`src/rtl/pgm_fetch_unit_if.sv`:
```
// Fetch-unit bus: program-memory read port, decode valid/ready handshake and run control.
interface pgm_fetch_unit_if #(
    parameter int unsigned AW = 5,
    parameter int unsigned IW = 15
);
    logic          start;
    logic [AW-1:0] adp_bus;
    logic          rd;
    logic [IW-1:0] pgm_line;
    logic          jmp_flag;
    logic [IW-1:0] instr;
    logic [AW-1:0] instr_pc;
    logic          instr_valid;
    logic          instr_ready;
    logic          halted;

    modport master (
        input  start, pgm_line, jmp_flag, instr_ready,
        output adp_bus, rd, instr, instr_pc, instr_valid, halted
    );

    modport slave (
        output start, pgm_line, jmp_flag, instr_ready,
        input  adp_bus, rd, instr, instr_pc, instr_valid, halted
    );
endinterface

```
`src/rtl/pgm_fetch_unit.sv`:
```
// Instruction fetch sequencer: owns the PC, reads the 32x15 program memory and
// resolves JMP locally, forwarding all other lines over a valid/ready handshake.
module pgm_fetch_unit #(
    parameter int unsigned   AW       = 5,
    parameter int unsigned   IW       = 15,
    parameter logic [AW-1:0] RESET_PC = '0
) (
    input  logic               clk_pgm,
    input  logic               rst_n,
    pgm_fetch_unit_if.master   bus
);
    typedef enum logic [2:0] {
        S_IDLE,
        S_ISSUE,
        S_WAIT,
        S_HOLD,
        S_HALT
    } state_t;

    state_t        state_q, state_d;
    logic [AW-1:0] pc_q, pc_d;
    logic [AW-1:0] adp_q;
    logic          rd_q;
    logic [IW-1:0] instr_q;
    logic [AW-1:0] instr_pc_q;
    logic          load_instr;

    logic [3:0]    opcode;
    logic [2:0]    reg_field;
    logic [AW-1:0] addr_field;

    assign opcode     = bus.pgm_line[14:11];
    assign reg_field  = bus.pgm_line[10:8];
    assign addr_field = AW'(bus.pgm_line[7:3]);

    always_comb begin
        state_d    = state_q;
        pc_d       = pc_q;
        load_instr = 1'b0;
        case (state_q)
            S_IDLE, S_HALT: begin
                if (bus.start) begin
                    pc_d    = RESET_PC;
                    state_d = S_ISSUE;
                end
            end
            S_ISSUE: state_d = S_WAIT;
            S_WAIT: begin
                if (opcode != 4'b0000) begin
                    load_instr = 1'b1;
                    pc_d       = pc_q + AW'(1);
                    state_d    = S_HOLD;
                end else if (reg_field == 3'b000 && addr_field == pc_q) begin
                    state_d = S_HALT;
                end else if (reg_field == 3'b000 || bus.jmp_flag) begin
                    pc_d    = addr_field;
                    state_d = S_ISSUE;
                end else begin
                    pc_d    = pc_q + AW'(1);
                    state_d = S_ISSUE;
                end
            end
            S_HOLD: begin
                if (bus.instr_ready) state_d = S_ISSUE;
            end
            default: state_d = S_IDLE;
        endcase
    end

    // adp_bus/rd are registered off the next state so rd is high exactly in ISSUE
    // and the address is held afterwards.
    always_ff @(posedge clk_pgm) begin
        if (!rst_n) begin
            state_q    <= S_IDLE;
            pc_q       <= RESET_PC;
            adp_q      <= RESET_PC;
            rd_q       <= 1'b0;
            instr_q    <= '0;
            instr_pc_q <= '0;
        end else begin
            state_q <= state_d;
            pc_q    <= pc_d;
            rd_q    <= (state_d == S_ISSUE);
            if (state_d == S_ISSUE) adp_q <= pc_d;
            if (load_instr) begin
                instr_q    <= bus.pgm_line;
                instr_pc_q <= pc_q;
            end
        end
    end

    assign bus.adp_bus     = adp_q;
    assign bus.rd          = rd_q;
    assign bus.instr       = instr_q;
    assign bus.instr_pc    = instr_pc_q;
    assign bus.instr_valid = (state_q == S_HOLD);
    assign bus.halted      = (state_q == S_IDLE) || (state_q == S_HALT);
endmodule
```
`src/flat_wrapper.sv`:
```
// flat-port wrapper written by rule: the top's interface ports become plain ports
module pgm_fetch_unit_flat 
#(
    parameter int unsigned   AW       = 5,
    parameter int unsigned   IW       = 15,
    parameter logic [AW-1:0] RESET_PC = '0
)
  (clk_pgm, rst_n, bus_start, bus_pgm_line, bus_jmp_flag, bus_instr_ready, bus_adp_bus, bus_rd, bus_instr, bus_instr_pc, bus_instr_valid, bus_halted);
  pgm_fetch_unit_if #(.AW(AW), .IW(IW)) bus_i ();
  input  logic clk_pgm;
  input  logic rst_n;
  input wire logic [$bits(bus_i.start)-1:0] bus_start;
  input wire logic [$bits(bus_i.pgm_line)-1:0] bus_pgm_line;
  input wire logic [$bits(bus_i.jmp_flag)-1:0] bus_jmp_flag;
  input wire logic [$bits(bus_i.instr_ready)-1:0] bus_instr_ready;
  output wire logic [$bits(bus_i.adp_bus)-1:0] bus_adp_bus;
  output wire logic [$bits(bus_i.rd)-1:0] bus_rd;
  output wire logic [$bits(bus_i.instr)-1:0] bus_instr;
  output wire logic [$bits(bus_i.instr_pc)-1:0] bus_instr_pc;
  output wire logic [$bits(bus_i.instr_valid)-1:0] bus_instr_valid;
  output wire logic [$bits(bus_i.halted)-1:0] bus_halted;
  assign bus_i.start = bus_start;
  assign bus_i.pgm_line = bus_pgm_line;
  assign bus_i.jmp_flag = bus_jmp_flag;
  assign bus_i.instr_ready = bus_instr_ready;
  assign bus_adp_bus = bus_i.adp_bus;
  assign bus_rd = bus_i.rd;
  assign bus_instr = bus_i.instr;
  assign bus_instr_pc = bus_i.instr_pc;
  assign bus_instr_valid = bus_i.instr_valid;
  assign bus_halted = bus_i.halted;
  pgm_fetch_unit #(.AW(AW), .IW(IW), .RESET_PC(RESET_PC)) u_core (.clk_pgm(clk_pgm), .rst_n(rst_n), .bus(bus_i));
endmodule
```
`config.mk`:
```
export PLATFORM = sky130hd
export DESIGN_NAME = pgm_fetch_unit_flat
export DESIGN_NICKNAME = d
export VERILOG_FILES = /design/src/rtl/pgm_fetch_unit_if.sv /design/src/rtl/pgm_fetch_unit.sv /design/src/flat_wrapper.sv
export SDC_FILE = /design/constraint.sdc
export NUM_CORES = 1
export LEC_CHECK = 0
export ABC_CLOCK_PERIOD_IN_PS = 4600
export CELL_PAD_IN_SITES_DETAIL_PLACEMENT = 0
export CELL_PAD_IN_SITES_GLOBAL_PLACEMENT = 2
export CORE_MARGIN = 5
export CORE_UTILIZATION = 29
export CTS_CLUSTER_DIAMETER = 30
export DETAILED_ROUTE_END_ITERATION = 10
export PLACE_DENSITY_LB_ADDON = 0.1
export SLEW_MARGIN = 20
export SYNTH_ARGS = -nofsm -noshare
export SYNTH_HDL_FRONTEND = slang
export SYNTH_SLANG_ARGS = --single-unit
```
`constraint.sdc`:
```
create_clock -name clk_pgm -period 4.6 [get_ports clk_pgm]
set_clock_uncertainty 0.15 [all_clocks]
set_input_delay 0.92 -clock clk_pgm [delete_from_list [all_inputs] [get_ports clk_pgm]]
set_output_delay 0.92 -clock clk_pgm [all_outputs]
set_load 0.005 [all_outputs]
```
Yosys cells after proc, flatten, opt, wreduce, memory -nomap -nowiden
Cells that the tools add are included.

Add/sub/neg operators: 1. Equal/unequal tests: 6. Mux-type cells: 12. Reduce and logical (&&, ||, !) cells: 7.

Operator list (count): $mux 5 (4); $mux 3 (4); $pmux 3 s4 (1); $pmux 5 s2 (1); $eq 3x1->1 const B (2); $eq 3x2->1 const B (2); $logic_not 3->1 (2); $add 5x1->5 const B (1); $eq 5x5->1 (1); $reduce_bool 4->1 (1); $eq 3x3->1 const B (1); $logic_or 1x1->1 (2); $mux 1 (2); $reduce_or 2->1 (1); $logic_and 1x1->1 (1).

Register bits after elaboration: 34. Input port bits: 20. Output and inout bits: 28. Logic and storage cells: 32.

Logic depth before layout (Yosys ltp)
Word-level depth: 6. Gate-level depth with buffers: 7. Mapped depth without buffers: 6.

Least setup slack after synthesis
No wires, ideal clock.

Path type: input -> register. Start point: input bus_pgm_line[11]. End point: register u_core.adp_q[3] (netlist: u_core.bus.adp_bus[3]). Library setup time: 70 ps. Arrival: 2153 ps. Data required time: 4380 ps. Slack: 2227 ps. Stages: 5. Path buffers: 0. Cells stage by stage: nor4_4 o21ai_2 mux2i_1 o32a_1 a21oi_1.

Word-level cells in the longest chain between the ends: 4. Elaborated cells on any way between the ends: 6.

Ends and longest elaborated chain: start, declared (line flat_wrapper.sv:13) `input wire logic [$bits(bus_i.pgm_line)-1:0] bus_pgm_line;`; $reduce_bool 4->1 * (line pgm_fetch_unit.sv:49) `if (opcode != 4'b0000) begin`; $mux 3 (line pgm_fetch_unit.sv:49); $pmux 3 s4 (line pgm_fetch_unit.sv:40) `case (state_q)`; $eq 3x1->1 (line pgm_fetch_unit.sv:84) `if (state_d == S_ISSUE) adp_q <= pc_d;`; end signal, assigned (line pgm_fetch_unit.sv:84); end, declared (line pgm_fetch_unit.sv:22) `logic [AW-1:0] adp_q;`.

Every way passes the cells marked *; elsewhere a longest branch is shown, timed or not. A chain may end at the register's enable or synchronous reset.

Final worst setup path
Start point: input bus_pgm_line[14]. End point: register u_core.adp_q[2] (netlist: u_core.bus.adp_bus[2]).

The elaborated chain is that of the path after synthesis.

==> results.txt <==
outcome -> finished, final reports clean
crit path max fanout -> 21
Yosys reg bits -> 34
Clock Sinks -> 34
Hold Path Class -> flip-flop to flip-flop
placed cell areas -> 2140 um2
Iter 0 DRT Violations -> 113
WP data required -> 4.62 ns
clk_lat worst skew -> 0.29 ns
setup bufs post-CTS -> 0
clock slew at reported path FFs -> 0.07 ns
residual DRC count -> 0
I/O pins -> 48
Setup-failing EPs final -> 0
top_reg_cell synth -> dfxtp_1
vias in the first global route -> 1390
total CTS buffers -> 5
via count -> 1429
global-route wire length before repair -> 7.14 mm
warnings from Yosys -> 0
Gates resized, CTS repair -> 0
Tightest Pin Transition -> 0.705 ns
static leakage -> 0.801 nW
Final ANT Viol Nets -> 0
ratio of cells with drive above 1 in the final layout -> 9.33%
DIE AREA -> 7250 um2
Root Driver -> clkbuf_8
Area growth syn-to-layout -> 38.7%
top cell type's share of synthesized area -> 41.6%
hold-fix buffers at CTS -> 0
FF/Latch Area -> 681 um2
final hold vios -> 0
M1 GR Usage -> 16.0%
initial antenna violation count -> 0
peak supply drop -> 0.161 mV
Arr. time, crit path -> 2.96 ns
class of the most critical setup path -> input port to flip-flop
final WL -> 4.29 mm
CTS tree -> done
wire length per cell -> 14.4 um
HPWL after DPL -> 3.24 mm
Row Count -> 27
clock buffer depth -> 2
vias per cell -> 4.81
port bufs -> 47
syn_nets -> 201
largest net degree at the start of global routing -> 35
commonest cells after routing, fill and taps aside -> clkdlybuf4s50_1 (46), nand2_1 (35), dfxtp_1 (34)
die width -> 85.2 um
DR pass1 iterations -> 4
# diodes -> 0
EDFF count, synth -> 0
Routability Congestion -> 0.779
syn avg cell area -> 9.10 um2
M3 GR Usage -> 3.69%
die height -> 85.2 um
Synth area leader -> dfxtp_1
# Max-Cap Violations -> 0
core footprint -> 5510 um2
RSZ-0062 raised after global routing -> no
Final Max Slew Viols -> 0
nets@finish -> 245
crit path launch type -> input port
ys async rst share -> 0%
commonest non-fill, non-tap cell in the layout -> clkdlybuf4s50_1
Mapped Cells -> 180
total congestion overflow -> 0
H-tree levels -> 2
Non-Filler Cell Area, Final -> 2270 um2
Total GRT Usage -> 12.3%
slew margin rel. -> 52.9%
sequential share of the synthesized area -> 41.6%
Tcrit/Tclk final -> 63.9%
crit path time final -> 2.94 ns
CP max stage delay -> 0.69 ns
setup_tns -> 0 ns
Crit-path slowest cell -> or4_2
gr busiest metal -> met2
CP endpoint kind -> flip-flop
area occupied by multi-input gates -> 887 um2
Starting Density -> 29.7%
synth top area cells -> dfxtp_1 (42%), nand2_1 (8.0%), a21boi_0 (5.5%), xnor2_1 (4.3%), nor2b_1 (3.8%)
Max Freq -> 340 MHz
count of different cell masters after synthesis -> 48
synthesized area -> 1640 um2
CP cell instances -> clkdlybuf4s50_1, or4_2, nand2_1, o311a_1, a21oi_1
PD cells -> 343 nW/um2
Fillers -> 550
GR Util met2 -> 19.7%
-- through the flow --
| stage | instances | worst slack [ns] | hold WS (ns) | utilization, % | total power (W) |
|---|---|---|---|---|---|
| 2_1_floorplan | 180 | 2.23 | 0.301 | - | 0.000394 |
| 6_report | 297 | 1.66 | 0.311 | 41.3 | 0.000780 |
| 4_1_cts | 297 | 1.63 | 0.313 | 41.4 | 0.000792 |
| 3_3_place_gp | 289 | 1.35 | 0.297 | 38.9 | 0.000456 |
| 5_1_grt | 297 | 1.52 | 0.334 | 41.3 | 0.000823 |
| 3_5_place_dp | 289 | 1.31 | 0.304 | 38.9 | 0.000456 |
-- sequential cells by signal (all words and copies together) (netlist names) --
register,count
u_core.bus.rd,1
u_core.bus.instr_pc,5
u_core.bus.adp_bus,5
u_core.pc_q,5
u_core.bus.instr,15
u_core.state_q,3
-- synth_stat cells, drive strengths merged (2+ instances only) --
library cell	number
nand2	36
o21ai	4
buf	6
a21boi	16
o211a	2
and2	5
a21oi	6
nor3	2
clkbuf	4
xnor2	8
nand3	3
o32a	2
a22oi	5
mux2i	4
nor2	3
a31oi	2
inv	3
nor2b	10
o31ai	6
dfxtp	34
a21o	2
-- metal layers --
metal	wire, um	vias up
li1	-	723
met1	2000	665
met2	2050	36
met3	190	5
met4	50	0
met5	0	-
-- report_power, final --
| group | switching (W) | internal, W | total [W] |
|---|---|---|---|
| sequential | 0.0000116 | 0.000311 | 0.000322 |
| combinational | 0.0000576 | 0.0000669 | 0.000124 |
| clock | 0.000116 | 0.000217 | 0.000333 |
-- worst max-delay path, delay by kind of cell --
family          cells  cell delay (ns)
simple gates        2             1.24
buf+inv             1             0.48
compound gates      2             0.32
-- kinds of logic after synthesis --
| logic type | count (synthesis) | synth area share [%] |
|---|---|---|
| fa+ha+maj | 1 | 0.764 |
| flops | 34 | 41.6 |
| mux | 4 | 2.44 |
| buf+inv | 13 | 4.28 |
| compound gates | 52 | 24.2 |
| xor+xnor | 8 | 4.28 |
| simple gates | 68 | 22.5 |
-- final timing paths --
path                        from  cells after the start  slack (ns)                    end
max             bus_pgm_line[14]                      5        1.66  u_core.bus.adp_bus[2]
min          u_core.bus.instr[9]                      2        0.31    u_core.bus.instr[9]
max reg2reg    u_core.state_q[1]                      4        2.16  u_core.bus.adp_bus[2]
min reg2reg  u_core.bus.instr[9]                      2        0.31    u_core.bus.instr[9]
-- area by class of cell --
class	count	area share (%)
well taps	72	3.96
repair buffers	47	20.5
multi-input cells	133	39.0
clock inverters	3	3.03
clock buffers	5	3.03
flip-flops and latches	34	30.0
inverters	3	0.496
(Power assumes the default switching activity.)
==> edit: new RTL, same flow settings <==
`IW` is set to 15 in 3 places; all go to 17.
--- a/src/rtl/pgm_fetch_unit_if.sv
+++ b/src/rtl/pgm_fetch_unit_if.sv
@@ -3,3 +3,3 @@
     parameter int unsigned AW = 5,
-    parameter int unsigned IW = 15
+    parameter int unsigned IW = 17
 );
--- a/src/rtl/pgm_fetch_unit.sv
+++ b/src/rtl/pgm_fetch_unit.sv
@@ -4,3 +4,3 @@
     parameter int unsigned   AW       = 5,
-    parameter int unsigned   IW       = 15,
+    parameter int unsigned   IW       = 17,
     parameter logic [AW-1:0] RESET_PC = '0
--- a/src/flat_wrapper.sv
+++ b/src/flat_wrapper.sv
@@ -4,3 +4,3 @@
     parameter int unsigned   AW       = 5,
-    parameter int unsigned   IW       = 15,
+    parameter int unsigned   IW       = 17,
     parameter logic [AW-1:0] RESET_PC = '0
Interface: changed (resized bus_instr and bus_pgm_line); port bits go from 48 to 52. The function was not compared with the original's and may differ.
==> edit against the unedited design <==
Routed wire length increased by 3.0%; total power decreased by 9.2%; hold slack got worse by 9.2 ps; sequential share of layout area increased by 1.0 points; sequential cell count increased by 2; core utilization increased by 0.98 points; setup slack improved by 66 ps; design area increased by 2.4%; synthesized area increased by 0.76%; critical endpoint is now u_core.bus.instr[3]$_SDFFE_PN0P_; largest cell class unchanged.
==> edit: results (changes against the unedited design) <==
CTS
The clock edge transition at the registers on the reported setup and hold paths came to 70 ps (about the same). The buffer type at the clock tree root is clkbuf_8 (unchanged). The number of buffers added for setup after CTS is 0 (unchanged).

The number of levels in the clock H-tree was 2 (unchanged). The CTS buffer count is 5 (unchanged). The maximum clock path buffer count is 2 (unchanged). The count of cells resized by post-cts repair is 0 (unchanged). The clock latency on the worst-skew pair is 290 ps (about the same).

Final layout
The number of nets at the end of the flow is 268 (was 245). The number of inserted diodes is 0 (unchanged). The number of flip-flops under the largest register name is 17 (was 15). The number of cells in the finished layout apart from fillers is 318 (was 297). The ratio of cells with drive above 1 in the final layout came to 7.724% (was 9.333%).

The count of filler cells inserted in the layout was 552 (was 550).

Critical path
The largest stage delay on the critical path came to 650 ps (was 690 ps). The library cell contributing the largest single delay on the critical path is or4_1 (was or4_2). The path depth of the worst reg2reg path was 4 (unchanged). The family with the most delay on the worst path is simple AND/OR/NAND/NOR gates (unchanged).

The maximum fanout encountered on the critical timing path is 22 (was 21). The data arrival time of the critical path is 2940 ps (was 2960 ps).

Global route
The initial antenna violation count is 0 (unchanged). The largest net degree at the start of global routing came to 27 (was 35). The number of global-route vias before repair is 1504 (was 1390). The global-route wire length before repair came to 7452 um (was 7141 um).

The overall fraction of global-route tracks in use is 12.64% (was 12.35%).

Synthesis
The sequential cell area fraction in the yosys report is 43.67% (was 41.56%). The synthesized instance count is 193 (was 180). The synthesized net count came to 216 (was 201). The leading register cell type out of synthesis is dfxtp_1 (unchanged). The yosys synthesis warning count was 0 (unchanged). Top cell types by occurrence after synthesis: nand2_1 (49), dfxtp_1 (36), a21oi_1 (15) (was nand2_1 (35), dfxtp_1 (34), a21boi_0 (12)).

The proportion of register bits with asynchronous set or reset after synthesis is 0% (unchanged). The number of library cell types mapped by synthesis is 41 (was 48). Top cells by area, synth: dfxtp_1 (44%), nand2_1 (11%), a21boi_1 (6.4%), a21oi_1 (4.5%), xor2_1 (3.7%) (was dfxtp_1 (42%), nand2_1 (8.0%), a21boi_0 (5.5%), xnor2_1 (4.3%), nor2b_1 (3.8%)).

Timing
The headroom to the max-slew limit is 46.62% (was 52.91%).

Placement
The weighted congestion reported at the end of routability-driven placement came to 0.7500 (was 0.7792). The instance count after placement with tap cells included came to 310 (was 289). The count of port buffers added during placement was 51 (was 47). The half-perimeter wire length of the detailed placement result is 3371 um (was 3238 um).

Power
The peak supply drop is 0.1589 mV (was 0.1608 mV). The standby leakage power is 0.8481 nW (was 0.8011 nW).

Worst hold path
The worst hold path depth was 2 (unchanged). The path class of the lowest-slack min-delay path is reg2reg (unchanged).

Routing
The total routed wirelength came to 4417 um (was 4289 um). The starting DRC count in detailed routing is 50 (was 113). The iteration count of the initial detailed-routing pass is 4 (unchanged). The mean number of vias per cell was 4.780 (was 4.811).

Run status
Status: finished clean (unchanged).
==> edit: cell count changes in the layout (fill, tap and decap cells not counted), sizes merged, moves of 5 or more <==
cell           before  now
nand2              36   49
a21oi               6   16
xnor2               8    1
xor2                0    7
clkdlybuf4s50      46   51
==> edit: worst paths after layout <==
kind                                                   startpoint                                end  slack, ps
worst max-delay path                             bus_pgm_line[11]   u_core.bus.instr[3]$_SDFFE_PN0P_       1730
worst min-delay path            u_core.bus.instr[10]$_SDFFE_PN0P_  u_core.bus.instr[10]$_SDFFE_PN0P_        300
worst max register to register       u_core.state_q[1]$_SDFF_PN0_           u_core.bus.rd$_SDFF_PN0_       2560
worst min register to register  u_core.bus.instr[10]$_SDFFE_PN0P_  u_core.bus.instr[10]$_SDFFE_PN0P_        300
==> edit: tightest hold or removal path, cell delays in order (launching register included) <==
cell,delay [ps]
dfxtp_1,310
nand2_1,50
a21boi_1,50
==> edit: per-layer routing <==
metal	vias to the layer above	routed length (um)	track usage [%]
met5	-	0	0
met4	0	35	3.022
met3	4	237	4.272
met2	40	2073	20.27
met1	698	2070	16.31
li1	778	-	-
==> edit: metrics by stage <==
step | setup slack [ps] | power (mW) | area, sq um
2_1_floorplan | 2052 | 0.4111 | 1650
3_3_place_gp | 1445 | 0.4853 | 2233
3_5_place_dp | 1425 | 0.4869 | 2233
4_1_cts | 1721 | 0.7225 | 2326
5_1_grt | 1536 | 0.7508 | 2326
6_report | 1725 | 0.7082 | 2326
==> edit: layout make-up <==
type	instances	area share (%)
inverter	4	0.6455
sequential	36	30.98
clock inverter	2	0.4303
multi-input combinational	145	37.92
clock buffer	6	3.550
timing repair buffer	53	22.59
tap	72	3.873
==> edit: where the power goes <==
| group | total [mW] | internal [mW] | switching, mW |
|---|---|---|---|
| logic | 0.137 | 0.0701 | 0.0672 |
| clock network | 0.230 | 0.119 | 0.110 |
| registers | 0.341 | 0.330 | 0.0113 |
| total | 0.708 | 0.519 | 0.189 |
==> edit: logic make-up (layout without fill, tap and decap cells) <==
family,count (synthesis),in the layout,share of synthesized area (%)
and+or+nand+nor,80,80,24.41
xor gates and xnor gates,8,8,4.246
adders and majority gates,1,1,0.7580
buffers and inverters,12,65,2.881
DFF,36,36,43.67
muxes,1,1,0.6065
AOI/OAI and AO/OA,55,55,23.43
